[config.mk]
export PLATFORM = sky130hd
export DESIGN_NAME = serializer_sched
export DESIGN_NICKNAME = d
export VERILOG_FILES = /design/src/rtl/serializer_sched.sv
export SDC_FILE = /design/constraint.sdc
export NUM_CORES = 1
export LEC_CHECK = 0
export BUFFER_PORTS_ARGS = -buffer_cell sky130_fd_sc_hd__buf_2
export CAP_MARGIN = 30
export CORE_AREA = 3 3 78 80
export DETAILED_ROUTE_END_ITERATION = 16
export DIE_AREA = 0 0 81 83
export PLACE_DENSITY = 0.86
export SLEW_MARGIN = 5
export SYNTH_ARGS = -nofsm -noshare
export SYNTH_HDL_FRONTEND = slang
export SYNTH_SLANG_ARGS = --single-unit
[constraint.sdc]
create_clock -name clk -period 2.35 [get_ports clk]
set_clock_uncertainty 0.2 [all_clocks]
set_input_delay 0.1175 -clock clk [delete_from_list [all_inputs] [get_ports clk]]
set_output_delay 0.1175 -clock clk [all_outputs]
set_load 0.05 [all_outputs]
[src/rtl/serializer_sched.sv]
// serializer_sched: round-robin scheduler sharing one 13-bit word serializer between
// two sample channels, with strobe spacing and a sync header word per frame.
module serializer_sched #(
    parameter int          N_BITS    = 16,
    parameter int          GAP       = 2,
    parameter int          FRAME_LEN = 8,
    parameter logic [12:0] SYNC_WORD = 13'h0A5A
) (
    input  logic        clk,
    input  logic        rst,
    input  logic        en,
    input  logic [12:0] ch0_data,
    input  logic        ch0_valid,
    input  logic [12:0] ch1_data,
    input  logic        ch1_valid,
    input  logic        ovf_clr,
    output logic [12:0] ser_data,
    output logic        ser_strobe,
    output logic [1:0]  ser_src,
    output logic        frame_start,
    output logic        busy,
    output logic [1:0]  ovf
);
    typedef enum logic [1:0] {S_IDLE, S_STROBE, S_WAIT} state_t;

    localparam logic [5:0] WAIT_LOAD = 6'(N_BITS + GAP - 1);
    localparam logic [7:0] LAST_WORD = 8'(FRAME_LEN - 1);
    localparam logic [1:0] SRC_SYNC  = 2'd2;

    // chX_valid is a one-cycle qualifier with no back-pressure: in the cycle it is
    // offered, a sample is either captured into the holding register or dropped as overflow.
    logic [1:0]  ch_valid;
    logic [12:0] ch_data [2];

    assign ch_valid   = {ch1_valid, ch0_valid};
    assign ch_data[0] = ch0_data;
    assign ch_data[1] = ch1_data;

    state_t      state_q, state_d;
    logic [1:0]  pend_q, pend_d;
    logic [12:0] hold_q [2];
    logic [12:0] hold_d [2];
    logic [1:0]  ovf_q, ovf_d;
    logic [7:0]  word_cnt_q, word_cnt_d;
    logic        sync_done_q, sync_done_d;
    logic        last_grant_q, last_grant_d;
    logic [5:0]  wait_q, wait_d;
    logic [12:0] ser_data_q, ser_data_d;
    logic        ser_strobe_q, ser_strobe_d;
    logic [1:0]  ser_src_q, ser_src_d;
    logic        frame_start_q, frame_start_d;
    logic [1:0]  grant;

    always_comb begin
        state_d       = state_q;
        pend_d        = pend_q;
        hold_d        = hold_q;
        ovf_d         = ovf_clr ? 2'b00 : ovf_q;
        word_cnt_d    = word_cnt_q;
        sync_done_d   = sync_done_q;
        last_grant_d  = last_grant_q;
        wait_d        = wait_q;
        ser_data_d    = ser_data_q;
        ser_strobe_d  = ser_strobe_q;
        ser_src_d     = ser_src_q;
        frame_start_d = frame_start_q;
        grant         = 2'b00;

        case (state_q)
            S_IDLE: begin
                if (en && (pend_q != 2'b00)) begin
                    ser_strobe_d = 1'b1;
                    state_d      = S_STROBE;
                    if ((word_cnt_q == 8'd0) && !sync_done_q) begin
                        ser_data_d    = SYNC_WORD;
                        ser_src_d     = SRC_SYNC;
                        frame_start_d = 1'b1;
                        sync_done_d   = 1'b1;
                    end else begin
                        // On a tie the channel that was not served last wins.
                        if (pend_q[0] && (!pend_q[1] || last_grant_q)) begin
                            grant = 2'b01;
                        end else begin
                            grant = 2'b10;
                        end
                        ser_data_d   = grant[0] ? hold_q[0] : hold_q[1];
                        ser_src_d    = grant[0] ? 2'd0 : 2'd1;
                        last_grant_d = grant[1];
                        pend_d       = pend_q & ~grant;
                    end
                end
            end
            S_STROBE: begin
                ser_strobe_d  = 1'b0;
                frame_start_d = 1'b0;
                wait_d        = WAIT_LOAD;
                state_d       = S_WAIT;
                if (ser_src_q != SRC_SYNC) begin
                    if (word_cnt_q == LAST_WORD) begin
                        word_cnt_d  = 8'd0;
                        sync_done_d = 1'b0;
                    end else begin
                        word_cnt_d = word_cnt_q + 8'd1;
                    end
                end
            end
            S_WAIT: begin
                if (wait_q == 6'd0) begin
                    state_d = S_IDLE;
                end else begin
                    wait_d = wait_q - 6'd1;
                end
            end
            default: state_d = S_IDLE;
        endcase

        // A granted channel has already had its pending bit cleared above, so a
        // sample arriving with its own grant is captured instead of overflowing.
        for (int c = 0; c < 2; c++) begin
            if (ch_valid[c]) begin
                if (!pend_d[c]) begin
                    hold_d[c] = ch_data[c];
                    pend_d[c] = 1'b1;
                end else begin
                    ovf_d[c] = 1'b1;
                end
            end
        end
    end

    always_ff @(posedge clk) begin
        if (rst) begin
            state_q       <= S_IDLE;
            pend_q        <= 2'b00;
            hold_q        <= '{default: '0};
            ovf_q         <= 2'b00;
            word_cnt_q    <= 8'd0;
            sync_done_q   <= 1'b0;
            last_grant_q  <= 1'b1;
            wait_q        <= 6'd0;
            ser_data_q    <= 13'd0;
            ser_strobe_q  <= 1'b0;
            ser_src_q     <= 2'd0;
            frame_start_q <= 1'b0;
        end else begin
            state_q       <= state_d;
            pend_q        <= pend_d;
            hold_q        <= hold_d;
            ovf_q         <= ovf_d;
            word_cnt_q    <= word_cnt_d;
            sync_done_q   <= sync_done_d;
            last_grant_q  <= last_grant_d;
            wait_q        <= wait_d;
            ser_data_q    <= ser_data_d;
            ser_strobe_q  <= ser_strobe_d;
            ser_src_q     <= ser_src_d;
            frame_start_q <= frame_start_d;
        end
    end

    assign ser_data    = ser_data_q;
    assign ser_strobe  = ser_strobe_q;
    assign ser_src     = ser_src_q;
    assign frame_start = frame_start_q;
    assign busy        = (state_q != S_IDLE);
    assign ovf         = ovf_q;

endmodule
* Word-level counts from Yosys, hierarchy flattened
Index checks and enable logic that the tools add are counted. W data, S select, Z words.
Word-level totals: register bits after elaboration 65, input bits 32, output and inout port bits 20, word-level logic and storage cells 85
Cells by class: add/subtract/negate cells 2, eq/ne operators 10, mux-type cells 32, bitwise operators 5, reductions and logical operators 23
Operators with widths (count):
- $mux W13 | 2
- $mux W2 | 11
- $ne A2 B2 Y1 const B | 7
- $reduce_and A2 Y1 | 7
- $mux W1 | 12
- $pmux W6 S2 | 1
- $add A8 B1 Y8 const B | 1
- $eq A8 B3 Y1 const B | 1
- $logic_not A8 Y1 | 1
- $mux W8 | 1
- $reduce_bool A2 Y1 | 4
- $logic_not A6 Y1 | 1
- $mux W6 | 1
- $pmux W1 S2 | 3
- $pmux W2 S3 | 1
- $reduce_and A3 Y1 | 2
- $sub A6 B1 Y6 const B | 1
- $reduce_and A5 Y1 | 1
- $logic_and A1 B1 Y1 | 3
- $not A1 Y1 | 3
- $and A2 B2 Y2 | 1
- $eq A2 B1 Y1 const B | 1
- $eq A2 B2 Y1 const B | 1
- $logic_not A1 Y1 | 2
- 3 further kinds | 3

* Longest topological paths before layout
word-level depth 14, gate-level depth with buffers 7, depth with buffers taken out 6

* Least setup slack after synthesis
OpenSTA, ideal clock, no wires.
kind reg-to-reg, from register state_q[0], to register hold_q[10] (netlist bit), setup time 0.072 ns, arrival 1.761 ns, required time 2.078 ns, setup slack 0.318 ns, stages on the path, launching flop included 6, buffers on the path 1, period minus slack after synthesis 2.032 ns, cell sequence dfxtp_1 inv_1 nand2_1 o41ai_4 buf_6 mux2i_1
On the way: word-level cells in the longest chain between the ends 4
RTL lines:
- start, declared | RTL line 39 | state_t state_q, state_d;
- start signal, assigned | RTL line 146 | state_q <= state_d;
- $logic_not A2 Y1 | RTL line 69 | case (state_q)
- $mux W2 | RTL line 69
- $not A1 Y1 (no source line)
- $reduce_and A2 Y1 (no source line)
- end signal, assigned | RTL line 148 | hold_q <= hold_d;
- end, declared | RTL line 41 | logic [12:0] hold_q [2];
No other way between the ends. A chain may end at the register's enable or synchronous reset.

* Final worst setup path
from register word_cnt_q[1], to register hold_q[12] (netlist bit)
On the way: word-level cells in the longest chain between the ends 7
RTL lines:
- start, declared | RTL line 44 | logic [7:0] word_cnt_q, word_cnt_d;
- start signal, assigned | RTL line 150 | word_cnt_q <= word_cnt_d;
- $logic_not A8 Y1 | RTL line 74 | if ((word_cnt_q == 8'd0) && !sync_done_q) begin
- $logic_and A1 B1 Y1 | RTL line 74
- $mux W2 | RTL line 74
- $mux W2 | RTL line 71 | if (en && (pend_q != 2'b00)) begin
- $mux W2 | RTL line 69
- $not A1 Y1 (no source line)
- $reduce_and A2 Y1 (no source line)
No other way between the ends.

==> impl_metrics.yaml <==
clock_network:
  cts_made_buffers: 9
  post_cts.resized_instances: 0
  tritoncts_num_sinks: 65
  tritoncts: "yes"
  max-clock-path-buffers: 2
  clock_tree.root_cell: "sky130_fd_sc_hd__clkbuf_8"
  worst_skew_pair.late_latency_ns: 0.35
  cts_htree_levels: 3
  clkTransAtPathRegs_ns: 0.08
  post-cts-setup-buffer-count: 0
sta:
  setup_slack_ns: 0.177
  relSlewSlack: 0.554
  rsz_0062_raised_after_global_routing: "false"
  transition_at_the_pin_with_the_smallest_max_transition_slack_ns: 0.667
  maxClockFrequency_mhz: 460
  final_hold_viol_count: 0
  period_minus_slack_ns: 2.17
  fin_tns_setup_ns: 0
  min_period_over_period: 0.925
  final-max-slew-violation-count: 0
  timing.final.setup_violations: 0
  hold_ws_ns: 0.0291
yosys:
  netlist_instances: 351
  synth.net_count: 387
  post_synthesis_cell_area_um2: 2980
  post_synth_num_cell_types: 45
  postSynth.asyncResetShare: 0
  synth.yosys.warnings: 0
  syn_area_per_cell_um2: 8.49
  synth-main-ff-cell: "sky130_fd_sc_hd__dfxtp_1"
  seq_area_frac_synth: 0.436
  synth-edff-count: 0
  synth.ff_latch_count: 65
setup_path:
  cp.arrival_ns: 2.24
  cp-start-kind: "flip-flop"
  worstPathRequired_ns: 2.42
  r2r_worst_path_depth: 7
  r2r_slack_ns: 0.18
  reg2reg_to: "hold_q[12]"
  crit_path_max_fanout: 7
  crit-reg2reg-launch: "word_cnt_q[1]"
  timing.setup.critical_path_class: "flip-flop to flip-flop"
  setup.worst_path.end_class: "flip-flop"
detailed_routing:
  routed_wl_um: 7680
  routed-via-count: 2807
  drc: 0
  routed_via_density: 5.50
  firstDrtPassIters: 4
  ant_nets_after_route: 0
  wire_per_inst_um: 15.1
  drt_iter0_markers: 188
pwr:
  p_int_mw: 1.97
  power.sequential.fraction: 0.438
  power_density_nw_per_um2: 727
  post-layout-total-power_mw: 2.78
  share_comb_of_total_power: 0.183
  leakage_nw: 1.60
  power.share.switching: 0.294
  p_sw_mw: 0.816
  peakVddDrop_mv: 0.503
  power.share.clock: 0.379
placed_design:
  gpl.final_weighted_congestion: 0.866
  dpl.cell_count: 465
  pre_cts_ws_ns: 0.131
  detailedPlacementHpwl_um: 4850
  io_buffers: 51
global_routing:
  via_count_of_the_first_global_routing_pass: 2775
  global_route_met3_utilization: 0.0586
  grt_first_pass_wirelength_um: 12800
  grt_util_met2: 0.400
  grt.overflow.total: 0
  met1_usage: 0.295
  global_route.peak_usage_layer: "met2"
  initial_antenna_violation_count: 0
  largest_net_degree_at_the_start_of_global_routing: 63
  grt_usage: 0.245
cells_and_area:
  areaGrowthSynthToFinish_pct: 28.4
  drive_gt1_frac: 0.205
  seq_area_um2: 1300
  multiInputGateArea_um2: 1530
  fillerInstances: 412
  antenna-diode-count: 0
  final_cells: 510
  num-nets-final: 469
hold_path:
  min_path_type: "input pin to flip-flop"
  min_from: "rst"
  whs_endpoint: "ser_strobe"
  hold_depth: 3
floorplan:
  dieArea_um2: 6720
  die-width_um: 81
  floorplan.initialDensity: 0.545
  num_rows: 27
  die_h_um: 83
  core_area_um2: 5470
  pin_count: 52
job:
  timing.max_cap.violations: 0
run_status:
  outcome: "finished, final reports clean"
[layout by cell type, fill, tap and decap left out, types with 2 or more instances in the layout]
| cell | n |
|---|---|
| sky130_fd_sc_hd__clkinv_1 | 2 |
| sky130_fd_sc_hd__nor4_1 | 5 |
| sky130_fd_sc_hd__nor3_1 | 4 |
| sky130_fd_sc_hd__nand3_1 | 7 |
| sky130_fd_sc_hd__o211ai_1 | 9 |
| sky130_fd_sc_hd__nor3b_1 | 2 |
| sky130_fd_sc_hd__a21oi_1 | 19 |
| sky130_fd_sc_hd__a22oi_1 | 3 |
| sky130_fd_sc_hd__dfxtp_1 | 65 |
| sky130_fd_sc_hd__ha_1 | 4 |
| sky130_fd_sc_hd__inv_1 | 8 |
| sky130_fd_sc_hd__nor2_1 | 16 |
| sky130_fd_sc_hd__nor2b_1 | 3 |
| sky130_fd_sc_hd__buf_2 | 51 |
| sky130_fd_sc_hd__mux2i_1 | 26 |
| sky130_fd_sc_hd__dlygate4sd3_1 | 29 |
| sky130_fd_sc_hd__clkinvlp_4 | 4 |
| sky130_fd_sc_hd__and3_1 | 7 |
| sky130_fd_sc_hd__a21boi_0 | 7 |
| sky130_fd_sc_hd__a31oi_1 | 7 |
| sky130_fd_sc_hd__xnor2_1 | 7 |
| sky130_fd_sc_hd__nand2b_1 | 4 |
| sky130_fd_sc_hd__buf_4 | 12 |
| sky130_fd_sc_hd__o21ai_0 | 17 |
| sky130_fd_sc_hd__clkbuf_8 | 9 |
| sky130_fd_sc_hd__nand2_1 | 86 |
| sky130_fd_sc_hd__bufinv_16 | 2 |
[state kept, by name, summed over array words and instances (netlist names)]
name,count
ser_src,2
sync_done_q,1
frame_start,1
hold_q,26
state_q,2
ser_strobe,1
pend_q,2
word_cnt_q,8
ser_data,13
last_grant_q,1
wait_q,6
ovf,2
[power groups by stage]
stage	registers, mW	logic [mW]	clock network (mW)
detailed placement	1.24	0.460	0
global route	1.23	0.551	1.12
CTS	1.22	0.500	1.07
finish	1.22	0.508	1.05
global placement	1.24	0.446	0
floorplan	1.30	0.279	0
[kinds of logic after synthesis]
group | count (synthesis) | share of synthesized area
and+or+nand+nor | 144 | 0.225
AOI/OAI and AO/OA | 73 | 0.165
DFF | 65 | 0.436
buffers and inverters | 32 | 0.0491
muxes | 26 | 0.0873
xor gates and xnor gates | 7 | 0.0206
adders and majority gates | 4 | 0.0168
[per-stage QoR]
stage / utilization / instance area, um2
after floorplan: - / 2980
after global placement: 0.604 / 3310
after detailed placement: 0.607 / 3320
after CTS: 0.700 / 3830
after global routing: 0.700 / 3830
final: 0.700 / 3830
[critical path, stage by stage, from the launching register on]
cell and delay, ns:
sky130_fd_sc_hd__dfxtp_1 0.37, sky130_fd_sc_hd__inv_1 0.06, sky130_fd_sc_hd__ha_1 0.17, sky130_fd_sc_hd__or4b_4 0.24
sky130_fd_sc_hd__nor2_8 0.06, sky130_fd_sc_hd__o41ai_4 0.55, sky130_fd_sc_hd__buf_6 0.24, sky130_fd_sc_hd__mux2i_1 0.22
[synthesized netlist by cell type, types with 2 or more instances]
master | n | area [um2]
sky130_fd_sc_hd__o21ai_0 | 17 | 85.1
sky130_fd_sc_hd__dfxtp_1 | 65 | 1300
sky130_fd_sc_hd__nor4_1 | 5 | 31.3
sky130_fd_sc_hd__a21oi_1 | 19 | 95.1
sky130_fd_sc_hd__and3_1 | 7 | 43.8
sky130_fd_sc_hd__clkbuf_1 | 16 | 60.1
sky130_fd_sc_hd__a31oi_1 | 7 | 43.8
sky130_fd_sc_hd__a22oi_1 | 3 | 22.5
sky130_fd_sc_hd__o211ai_1 | 9 | 67.6
sky130_fd_sc_hd__nor3b_1 | 2 | 15.0
sky130_fd_sc_hd__nor3_1 | 4 | 20.0
sky130_fd_sc_hd__buf_6 | 3 | 33.8
sky130_fd_sc_hd__buf_2 | 3 | 15.0
sky130_fd_sc_hd__nor2b_1 | 3 | 18.8
sky130_fd_sc_hd__nand2b_1 | 4 | 25.0
sky130_fd_sc_hd__nand3_1 | 7 | 35.0
sky130_fd_sc_hd__a21boi_0 | 7 | 52.6
sky130_fd_sc_hd__clkinv_1 | 2 | 7.51
sky130_fd_sc_hd__mux2i_1 | 26 | 260
sky130_fd_sc_hd__nand2_1 | 86 | 323
sky130_fd_sc_hd__xnor2_1 | 7 | 61.3
sky130_fd_sc_hd__ha_1 | 4 | 50.1
sky130_fd_sc_hd__nor2_1 | 16 | 60.1
sky130_fd_sc_hd__inv_1 | 8 | 30.0
[worst max-delay path by stage]
| stage | from | cells after the start | slack [ns] | end |
|---|---|---|---|---|
| floorplan | state_q[0] | 5 | 0.32 | hold_q[10] |
| global placement | word_cnt_q[1] | 6 | 0.009 | hold_q[12] |
| detailed placement | word_cnt_q[1] | 7 | 0.13 | hold_q[10] |
| CTS | word_cnt_q[1] | 7 | 0.06 | hold_q[12] |
| global route | state_q[1] | 4 | 0.05 | ser_data[9] |
| finish | word_cnt_q[1] | 7 | 0.18 | hold_q[12] |
[metal layers]
metal	share of wire	wire [um]	vias up
met5	0	0	-
li1	-	-	1381
met4	0.025	195	0
met1	0.41	3160	1308
met3	0.054	418	22
met2	0.51	3900	96
[repair_timing]
| item | 4_1_cts | 5_1_grt |
|---|---|---|
| hold buffers | 29 | 0 |
| hold endpoints to repair | 30 | 0 |
| setup endpoints to repair | 0 | 7 |
[area by class of cell]
| type | instances | share of cell area |
|---|---|---|
| clock buffer | 9 | 0.0324 |
| sequential | 65 | 0.340 |
| tap | 72 | 0.0235 |
| inverter | 10 | 0.00980 |
| multi-input combinational | 254 | 0.401 |
| clock inverter | 7 | 0.0248 |
| timing repair buffer | 93 | 0.169 |
(Power assumes the default switching activity.)
